File: config.mk
export PLATFORM = sky130hd
export DESIGN_NAME = spine_output_arbiter
export DESIGN_NICKNAME = d
export VERILOG_FILES = /design/src/rtl/spine_pkg.sv /design/src/rtl/rr_arbiter.sv /design/src/rtl/spine_output_arbiter.sv
export SDC_FILE = /design/constraint.sdc
export NUM_CORES = 1
export LEC_CHECK = 0
export CORE_MARGIN = 5
export CORE_UTILIZATION = 30
export CTS_CLUSTER_DIAMETER = 60
export CTS_CLUSTER_SIZE = 28
export DETAILED_ROUTE_END_ITERATION = 16
export MAX_ROUTING_LAYER = met4
export PLACE_DENSITY = 0.52
export SKIP_LAST_GASP = 1
export SLEW_MARGIN = 20
export SYNTH_ARGS = -nofsm -noshare
export SYNTH_HDL_FRONTEND = slang
export SYNTH_SLANG_ARGS = --single-unit
File: constraint.sdc
create_clock -name clk -period 9.4 [get_ports clk]
set_input_delay 1.88 -clock clk [delete_from_list [all_inputs] [get_ports clk]]
set_output_delay 1.88 -clock clk [all_outputs]
set_load 0.02 [all_outputs]
File: src/rtl/spine_pkg.sv
// Shared constants and state encodings for the spine router output side.
// Imported by the output arbiter and its round-robin picker.
package spine_pkg;

  localparam int NUM_PORTS = 11;
  localparam int DWIDTH    = 16;
  localparam int IDX_W     = 4;
  localparam int TIMEOUT   = 64;

  typedef enum logic {
    ST_IDLE = 1'b0,
    ST_XFER = 1'b1
  } state_t;

endpackage

File: src/rtl/rr_arbiter.sv
// Combinational rotating-priority picker.
// Scans ptr+1 upward with wrap-around; the first requester found wins.
module rr_arbiter #(
  parameter int NUM_PORTS = spine_pkg::NUM_PORTS,
  parameter int IDX_W     = spine_pkg::IDX_W
) (
  input  logic [NUM_PORTS-1:0] req,
  input  logic [IDX_W-1:0]     ptr,
  output logic [IDX_W-1:0]     gnt_idx,
  output logic                 any
);

  // first valid index after ptr, wrapping through ptr itself
  always_comb begin
    int j;
    gnt_idx = '0;
    any     = 1'b0;
    for (int k = 1; k <= NUM_PORTS; k++) begin
      j = (int'(ptr) + k) % NUM_PORTS;
      if (!any && req[j]) begin
        any     = 1'b1;
        gnt_idx = IDX_W'(j);
      end
    end
  end

endmodule

File: src/rtl/spine_output_arbiter.sv
// Output-port scheduler: packet-locked round-robin among input requesters,
// with backpressure from the output FIFO and a mid-packet idle watchdog.
module spine_output_arbiter #(
  parameter int NUM_PORTS = spine_pkg::NUM_PORTS,
  parameter int DWIDTH    = spine_pkg::DWIDTH,
  parameter int IDX_W     = spine_pkg::IDX_W,
  parameter int TIMEOUT   = spine_pkg::TIMEOUT
) (
  input  logic                        clk,
  input  logic                        reset,
  input  logic [NUM_PORTS-1:0]        req_valid,
  input  logic [NUM_PORTS-1:0]        req_last,
  input  logic [NUM_PORTS*DWIDTH-1:0] req_data,
  output logic [NUM_PORTS-1:0]        req_ready,
  input  logic                        out_fifo_full,
  output logic [DWIDTH-1:0]           out_data,
  output logic                        out_valid,
  output logic [IDX_W-1:0]            grant_idx,
  output logic                        busy,
  output logic                        timeout_err
);

  import spine_pkg::*;

  localparam int WD_W = $clog2(TIMEOUT + 1);
  localparam logic [WD_W-1:0] WD_MAX = WD_W'(TIMEOUT - 1);
  localparam logic [IDX_W-1:0] PTR_RST = IDX_W'(NUM_PORTS - 1);

  state_t            state;
  state_t            state_nxt;
  logic [IDX_W-1:0]  rr_ptr;
  logic [WD_W-1:0]   wd_cnt;

  logic [IDX_W-1:0]  win_idx;
  logic              win_any;
  logic              xfer;
  logic              grant;
  logic              sel_valid;
  logic              sel_last;
  logic [DWIDTH-1:0] sel_data;
  logic              fire;
  logic              wd_inc;
  logic              wd_trip;

  rr_arbiter #(
    .NUM_PORTS (NUM_PORTS),
    .IDX_W     (IDX_W)
  ) u_rr (
    .req     (req_valid),
    .ptr     (rr_ptr),
    .gnt_idx (win_idx),
    .any     (win_any)
  );

  assign xfer  = (state == ST_XFER);
  assign grant = (state == ST_IDLE) && win_any;
  assign busy  = xfer;

  // select the owner's valid/last/data from the flattened request bus
  always_comb begin
    sel_valid = 1'b0;
    sel_last  = 1'b0;
    sel_data  = '0;
    for (int i = 0; i < NUM_PORTS; i++) begin
      if (grant_idx == IDX_W'(i)) begin
        sel_valid = req_valid[i];
        sel_last  = req_last[i];
        sel_data  = req_data[i*DWIDTH +: DWIDTH];
      end
    end
  end

  // only the owner may be ready, and only while the FIFO has room
  always_comb begin
    req_ready = '0;
    for (int i = 0; i < NUM_PORTS; i++) begin
      req_ready[i] = xfer && !out_fifo_full &&
                     (grant_idx == IDX_W'(i));
    end
  end

  assign fire    = xfer && sel_valid && !out_fifo_full;
  assign wd_inc  = xfer && !sel_valid && !out_fifo_full;
  assign wd_trip = wd_inc && (wd_cnt == WD_MAX);

  // FSM state register
  always_ff @(posedge clk or negedge reset) begin
    if (!reset) state <= ST_IDLE;
    else        state <= state_nxt;
  end

  // next state: lock on a grant, release on last flit or watchdog
  always_comb begin
    state_nxt = state;
    unique case (state)
      ST_IDLE: if (win_any) state_nxt = ST_XFER;
      ST_XFER: if ((fire && sel_last) || wd_trip)
                 state_nxt = ST_IDLE;
    endcase
  end

  // grant bookkeeping, output register and watchdog counter
  always_ff @(posedge clk or negedge reset) begin
    if (!reset) begin
      out_data    <= '0;
      out_valid   <= 1'b0;
      grant_idx   <= '0;
      rr_ptr      <= PTR_RST;
      wd_cnt      <= '0;
      timeout_err <= 1'b0;
    end else begin
      out_valid   <= fire;
      timeout_err <= wd_trip;
      if (fire) out_data <= sel_data;
      if (grant) begin
        grant_idx <= win_idx;
        rr_ptr    <= win_idx;
      end
      if (grant || fire || wd_trip) wd_cnt <= '0;
      else if (wd_inc)              wd_cnt <= wd_cnt + 1'b1;
    end
  end

endmodule

## Word-level counts from Yosys, hierarchy flattened

Index checks and enable logic that the tools add are counted.

- Bitwise operators: 1
- Divide/modulo/power cells: 11
- $add $sub $neg: 12
- Eq/ne operators: 11
- Reduce and logical (&&, ||, !) cells: 46
- $lt $le $gt $ge: 11
- Muxes and demuxes: 93

Operators with widths:

| kind | number |
|---|---|
| $lt 32x6->1 const B | 11 |
| $mod 32x5->32 const B | 11 |
| $mux 16 | 11 |
| $mux 1 | 57 |
| $bmux 1 s4 | 11 |
| $mux 4 | 11 |
| $logic_and 1x1->1 | 29 |
| $add 4x3->5 const B | 4 |
| $add 4x4->5 const B | 4 |
| $eq 4x3->1 const B | 4 |
| $mux 7 | 2 |
| $eq 4x4->1 const B | 3 |
| $logic_not 1->1 | 12 |
| $add 4x2->5 const B | 2 |
| $eq 4x2->1 const B | 2 |
| $add 7x1->7 const B | 1 |
| $eq 7x6->1 const B | 1 |
| $add 4x1->5 const B | 1 |
| $eq 4x1->1 const B | 1 |
| $logic_not 4->1 | 1 |
| $logic_or 1x1->1 | 3 |
| $pmux 1 s2 | 1 |
| $reduce_bool 2->1 | 1 |
| $not 1->1 | 1 |

- Bits in registers: 34
- Input port bits: 201
- Output and inout bits: 34

## Logic depth before layout (Yosys ltp)

- Depth after elaboration: 40
- Gate-level depth with buffers: 30
- Depth with buffers taken out: 18

## Cells and area by module

Synthesis repeated with hierarchy kept, for this count alone.

- Cells, all modules: 1347
- Area, all modules: 9515.4 sq um

Modules (own cells, without submodules):

| module | area each (sq um) | seq. area each (sq um) | instances | cells an instance |
|---|---|---|---|---|
| rr_arbiter | 6379.9 | 0.0 | 1 | 917 |
| spine_output_arbiter | 3135.5 | 803.3 | 1 | 430 |

## Worst setup path after synthesis

OpenSTA, ideal clock, no wires.

- Path kind: flip-flop to flip-flop
- Start point: reg, netlist name grant_idx[0]
- End point: reg grant_idx[2]
- Data arrival time: 6.967 ns
- Setup time: 0.111 ns
- Data required time: 9.289 ns
- Setup slack: 2.322 ns
- Stages on the path, launching flop included: 28
- Path through: dfrtp_1 -> buf_2 -> clkinv_1 -> clkbuf_1 -> buf_2 -> buf_1 -> clkbuf_1 -> buf_1 -> ha_1 -> clkbuf_1 -> buf_2 -> buf_1 -> clkbuf_1 -> nand2_1 -> nand2_1 -> ha_1 -> or3b_2 -> nor4_1 -> nor3_1 -> o21a_1 -> mux2_2 -> a211o_1 -> a2bb2oi_1 -> mux2_2 -> a221o_1 -> a21o_1 -> a221o_1 -> a222oi_1

RTL lines:

| item | line | source |
|---|---|---|
| end signal, assigned | spine_output_arbiter.sv:116 | `grant_idx <= win_idx;` |
| end, declared | spine_output_arbiter.sv:18 | `output logic [IDX_W-1:0] grant_idx,` |

## Worst setup path after layout

- Start point: reg rr_ptr[1]
- End point: reg wd_cnt[5]

- Longest elaborated chain between the ends: 40
- Elaborated cells on any way between the ends: 91
- Those cells by class: 11 x add/sub; 11 x div; 45 x mux; 24 x reduce/logical

Ends and longest elaborated chain:

| item | line | source |
|---|---|---|
| start, declared | spine_output_arbiter.sv:31 | `logic [IDX_W-1:0] rr_ptr;` |
| start signal, assigned | spine_output_arbiter.sv:117 | `rr_ptr <= win_idx;` |
| $add 4x1->5 | rr_arbiter.sv:19 | `j = (int'(ptr) + k) % NUM_PORTS;` |
| $mod 32x5->32 | rr_arbiter.sv:19 |  |
| $bmux 1 s4 | rr_arbiter.sv:20 | `if (!any && req[j]) begin` |
| $mux 1 (implied by the code) (2 in a row) | rr_arbiter.sv:20 |  |
| $mux 1 | rr_arbiter.sv:20 |  |
| $logic_not 1->1 | rr_arbiter.sv:20 |  |
| $logic_and 1x1->1 | rr_arbiter.sv:20 |  |
| $mux 1 | rr_arbiter.sv:20 |  |
| [... 22 more ...] | - |  |
| $logic_and 1x1->1 | rr_arbiter.sv:20 |  |
| $mux 1 | rr_arbiter.sv:20 |  |
| $logic_not 1->1 | rr_arbiter.sv:20 |  |
| $logic_and 1x1->1 | rr_arbiter.sv:20 |  |
| $mux 1 * | rr_arbiter.sv:20 |  |
| $logic_and 1x1->1 * | spine_output_arbiter.sv:56 | `assign grant = (state == ST_IDLE) && win_any;` |
| $logic_or 1x1->1 * (2 in a row) | spine_output_arbiter.sv:119 | `if (grant \|\| fire \|\| wd_trip) wd_cnt <= '0;` |
| $mux 7 or $reduce_bool 2->1 (tied branches) | - |  |
| end signal, assigned | spine_output_arbiter.sv:120 | `else if (wd_inc) wd_cnt <= wd_cnt + 1'b1;` |
| end, declared | spine_output_arbiter.sv:32 | `logic [WD_W-1:0] wd_cnt;` |

Every way passes the cells marked *; elsewhere a longest branch is shown, timed or not. The select of a mux whose other input is x is not followed.
A chain may end at the register's enable or synchronous reset.

==> flow_results.xml <==
<?xml version="1.0" encoding="UTF-8"?>
<metrics>
  <group name="outcome">
    <metric name="outcome" unit="">finished clean</metric>
  </group>
  <group name="global_routing">
    <metric name="grt_first_pass_wirelength" unit="µm">72500</metric>
    <metric name="grt_start_max_net_pins" unit="">45</metric>
    <metric name="grt-ovfl-total" unit="">0</metric>
    <metric name="grt.total_usage" unit="">0.265</metric>
    <metric name="antenna_found_initial" unit="">0</metric>
    <metric name="grt_pass1_vias" unit="">11697</metric>
  </group>
  <group name="placed_design">
    <metric name="final_estimated_routing_congestion_in_global_placement" unit="">1.02</metric>
    <metric name="post_dp_cell_area" unit="µm²">12100</metric>
    <metric name="dp.final_hpwl" unit="µm">37700</metric>
    <metric name="port_buffers" unit="">234</metric>
  </group>
  <group name="finish">
    <metric name="multiInputGateArea" unit="µm²">8090</metric>
    <metric name="nNetsFinal" unit="">1789</metric>
    <metric name="filler_cell_count" unit="">3293</metric>
    <metric name="final-seq-area" unit="µm²">807</metric>
    <metric name="area_delta_synth_final" unit="%">30.0</metric>
    <metric name="drive_above_1_share" unit="">0.0761</metric>
    <metric name="final_cell_area" unit="µm²">12300</metric>
    <metric name="antenna-diode-count" unit="">0</metric>
    <metric name="mostFrequentLayoutCells" unit="">sky130_fd_sc_hd__clkdlybuf4s50_1, sky130_fd_sc_hd__nand2_1, sky130_fd_sc_hd__nor2_1</metric>
    <metric name="leading_cell_type_in_the_layout_fill_and_taps_excluded" unit="">sky130_fd_sc_hd__clkdlybuf4s50_1</metric>
  </group>
  <group name="worst_setup_path">
    <metric name="timing.rr.start" unit="">rr_ptr[1]</metric>
    <metric name="required" unit="ps">9610</metric>
    <metric name="worstSetupEndpointType" unit="">register</metric>
    <metric name="reg2reg_slack" unit="ps">2250</metric>
    <metric name="timing_worst_setup_path_type" unit="">reg2reg</metric>
    <metric name="path_max_fanout" unit="">21</metric>
    <metric name="worst_r2r_path_depth" unit="">17</metric>
    <metric name="start_kind" unit="">register</metric>
    <metric name="crit_arrival" unit="ps">7360</metric>
    <metric name="ff_to_ff_end" unit="">wd_cnt[5]</metric>
  </group>
  <group name="sta">
    <metric name="timing.slew.headroom" unit="">0.383</metric>
    <metric name="setup_repair_after_global_routing_missed_its_margin" unit="">false</metric>
    <metric name="count_of_final_hold_check_violations" unit="">0</metric>
    <metric name="layout_min_cycle_time" unit="ps">7150</metric>
    <metric name="timing_worst_slew_pin_value" unit="ps">923</metric>
    <metric name="report.final.slew_viol_count" unit="">0</metric>
    <metric name="max_freq" unit="MHz">140</metric>
    <metric name="finalHoldWorstSlack" unit="ps">460</metric>
    <metric name="setup-violations-final" unit="">0</metric>
    <metric name="setup-tns-final" unit="ps">0</metric>
    <metric name="layout_worst_path_cycle_share" unit="">0.760</metric>
    <metric name="finClkSkew" unit="ps">7.11</metric>
  </group>
  <group name="routing">
    <metric name="drcViolationCount" unit="">0</metric>
    <metric name="routed_wl_per_cell" unit="µm">24.7</metric>
    <metric name="postRouteAntennaNets" unit="">0</metric>
    <metric name="firstDrtPassIters" unit="">8</metric>
    <metric name="vias_per_cell" unit="">6.35</metric>
    <metric name="iter_0_drt_violations" unit="">1344</metric>
    <metric name="route.final.wire_length" unit="µm">48200</metric>
    <metric name="via_count" unit="">12400</metric>
  </group>
  <group name="min_path">
    <metric name="worst_hold_path.endpoint" unit="">timeout_err</metric>
    <metric name="worstHoldPathCells" unit="">1</metric>
    <metric name="hold_start" unit="">wd_cnt[6]</metric>
    <metric name="worst_hold_path_type" unit="">reg2reg</metric>
  </group>
  <group name="floorplan">
    <metric name="floorplan.die_area" unit="µm²">35200</metric>
    <metric name="core-area" unit="µm²">31300</metric>
    <metric name="die_h" unit="µm">188</metric>
    <metric name="num_io_pins" unit="">235</metric>
    <metric name="core.rowCount" unit="">65</metric>
    <metric name="starting_utilization_of_the_core_area" unit="">0.302</metric>
    <metric name="die_w" unit="µm">188</metric>
  </group>
  <group name="flow_run">
    <metric name="drv.max_cap_violation_count" unit="">0</metric>
  </group>
  <group name="cts">
    <metric name="post_cts_resized" unit="">0</metric>
    <metric name="clock_sink_total" unit="">32</metric>
    <metric name="later_pin_clock_latency_in_the_skew_report" unit="ps">280</metric>
    <metric name="cts-buffers-inserted" unit="">5</metric>
    <metric name="cts_tree" unit="">built</metric>
    <metric name="cts-root-buf" unit="">sky130_fd_sc_hd__clkbuf_16</metric>
    <metric name="hold_buffers" unit="">0</metric>
    <metric name="htree_levels" unit="">2</metric>
    <metric name="clock_input_transition_at_the_sequential_cells_of_the_worst_setup_and_hold_paths" unit="ps">60</metric>
    <metric name="cts_setup_buffers" unit="">0</metric>
    <metric name="clk_path_buf_depth" unit="">2</metric>
  </group>
  <group name="yosys">
    <metric name="postSynthAreaPerCell" unit="µm²">6.84</metric>
    <metric name="ys_seq_elements" unit="">32</metric>
    <metric name="ys_warn_count" unit="">0</metric>
    <metric name="postSynthCellCount" unit="">1382</metric>
    <metric name="post-synth-top-area-cell" unit="">sky130_fd_sc_hd__dfrtp_1</metric>
    <metric name="synth_flop_cell" unit="">sky130_fd_sc_hd__dfrtp_1</metric>
    <metric name="share_of_the_synthesized_area_in_the_top_cell_type" unit="">0.0794</metric>
    <metric name="synth_enable_flop_cells" unit="">0</metric>
    <metric name="synth_seq_area_share" unit="">0.0850</metric>
    <metric name="synth_area" unit="µm²">9450</metric>
    <metric name="synth_async_sr_flop_share" unit="">1.00</metric>
    <metric name="synth_area_leaders" unit="">sky130_fd_sc_hd__dfrtp_1, sky130_fd_sc_hd__o21ai_0, sky130_fd_sc_hd__nand2_1</metric>
    <metric name="synth_nets" unit="">1621</metric>
    <metric name="synthDistinctLibCells" unit="">104</metric>
  </group>
</metrics>
==> kinds of logic after synthesis <==
family                     Yosys count  share of synthesized area
xor gates and xnor gates            31                     0.0315
AOI/OAI and AO/OA                  553                      0.420
buffers and inverters              145                     0.0627
adders and majority gates           38                     0.0503
DFF                                 32                     0.0850
muxes                               60                     0.0715
and+or+nand+nor                    523                      0.279
==> critical path, cell delays in order, from the launching register on <==
cell	delay [ps]
sky130_fd_sc_hd__dfstp_2	530
sky130_fd_sc_hd__clkinv_1	480
sky130_fd_sc_hd__ha_1	1060
sky130_fd_sc_hd__nand2b_1	220
sky130_fd_sc_hd__nand2_1	120
sky130_fd_sc_hd__ha_1	230
sky130_fd_sc_hd__nand2b_1	160
sky130_fd_sc_hd__o21ai_0	410
sky130_fd_sc_hd__nand2_1	230
sky130_fd_sc_hd__a21oi_1	380
sky130_fd_sc_hd__mux4_2	560
sky130_fd_sc_hd__a22o_1	230
sky130_fd_sc_hd__nor2_1	340
sky130_fd_sc_hd__o211a_2	390
sky130_fd_sc_hd__nand4_1	520
sky130_fd_sc_hd__o31ai_4	540
sky130_fd_sc_hd__or3b_1	530
sky130_fd_sc_hd__a21oi_2	150
==> Yosys cell counts (all sizes together), types with 28 or more instances <==
cell type and number:
dfrtp 30, nand2b 31, a22oi 49, nor2 130
ha 38, buf 33, mux2i 42, clkbuf 70
nand3 34, nand2 128, a21oi 85, nor3 40
nand4 28, inv 38, o21ai 102
==> sequential cells by signal, summed over array words and instances (netlist names) <==
register / flops
wd_cnt: 7
timeout_err: 1
out_data: 16
grant_idx: 4
busy: 1
rr_ptr: 2
out_valid: 1
==> layout make-up <==
class,instances,share of cell area
clock buffers,5,0.0102
clock inverters,3,0.00346
inverters,42,0.0128
multi-input cells,1205,0.658
flip-flops and latches,32,0.0657
well taps,402,0.0409
repair buffers,264,0.209
==> worst max path at each step <==
stage | startpoint | end | cells after the start
after floorplan | grant_idx[0] | grant_idx[2] | 27
after global placement | rr_ptr[1] | wd_cnt[3] | 17
after detailed placement | rr_ptr[1] | wd_cnt[5] | 17
after CTS | rr_ptr[1] | wd_cnt[5] | 17
after global routing | rr_ptr[1] | wd_cnt[5] | 17
final | rr_ptr[1] | wd_cnt[5] | 17
==> routing by layer <==
layer | wire length [µm] | global-route usage | vias up
li1 | - | - | 5743
met1 | 20500 | 0.351 | 5948
met2 | 22900 | 0.435 | 641
met3 | 3630 | 0.0322 | 68
met4 | 1230 | 0.0604 | 0
met5 | 0 | - | -
==> per-stage QoR <==
step                      std cells   util  setup WS, ps
after floorplan                1382      -          2320
after global placement         1945  0.387          2530
after detailed placement       1945  0.387          2410
after CTS                      1953  0.392          2350
after global routing           1953  0.392          1690
final                          1953  0.392          2250
Power is left out: the tool's default activity adds up to more than one toggle a clock period on the data nets, which glitch-free logic cannot reach.
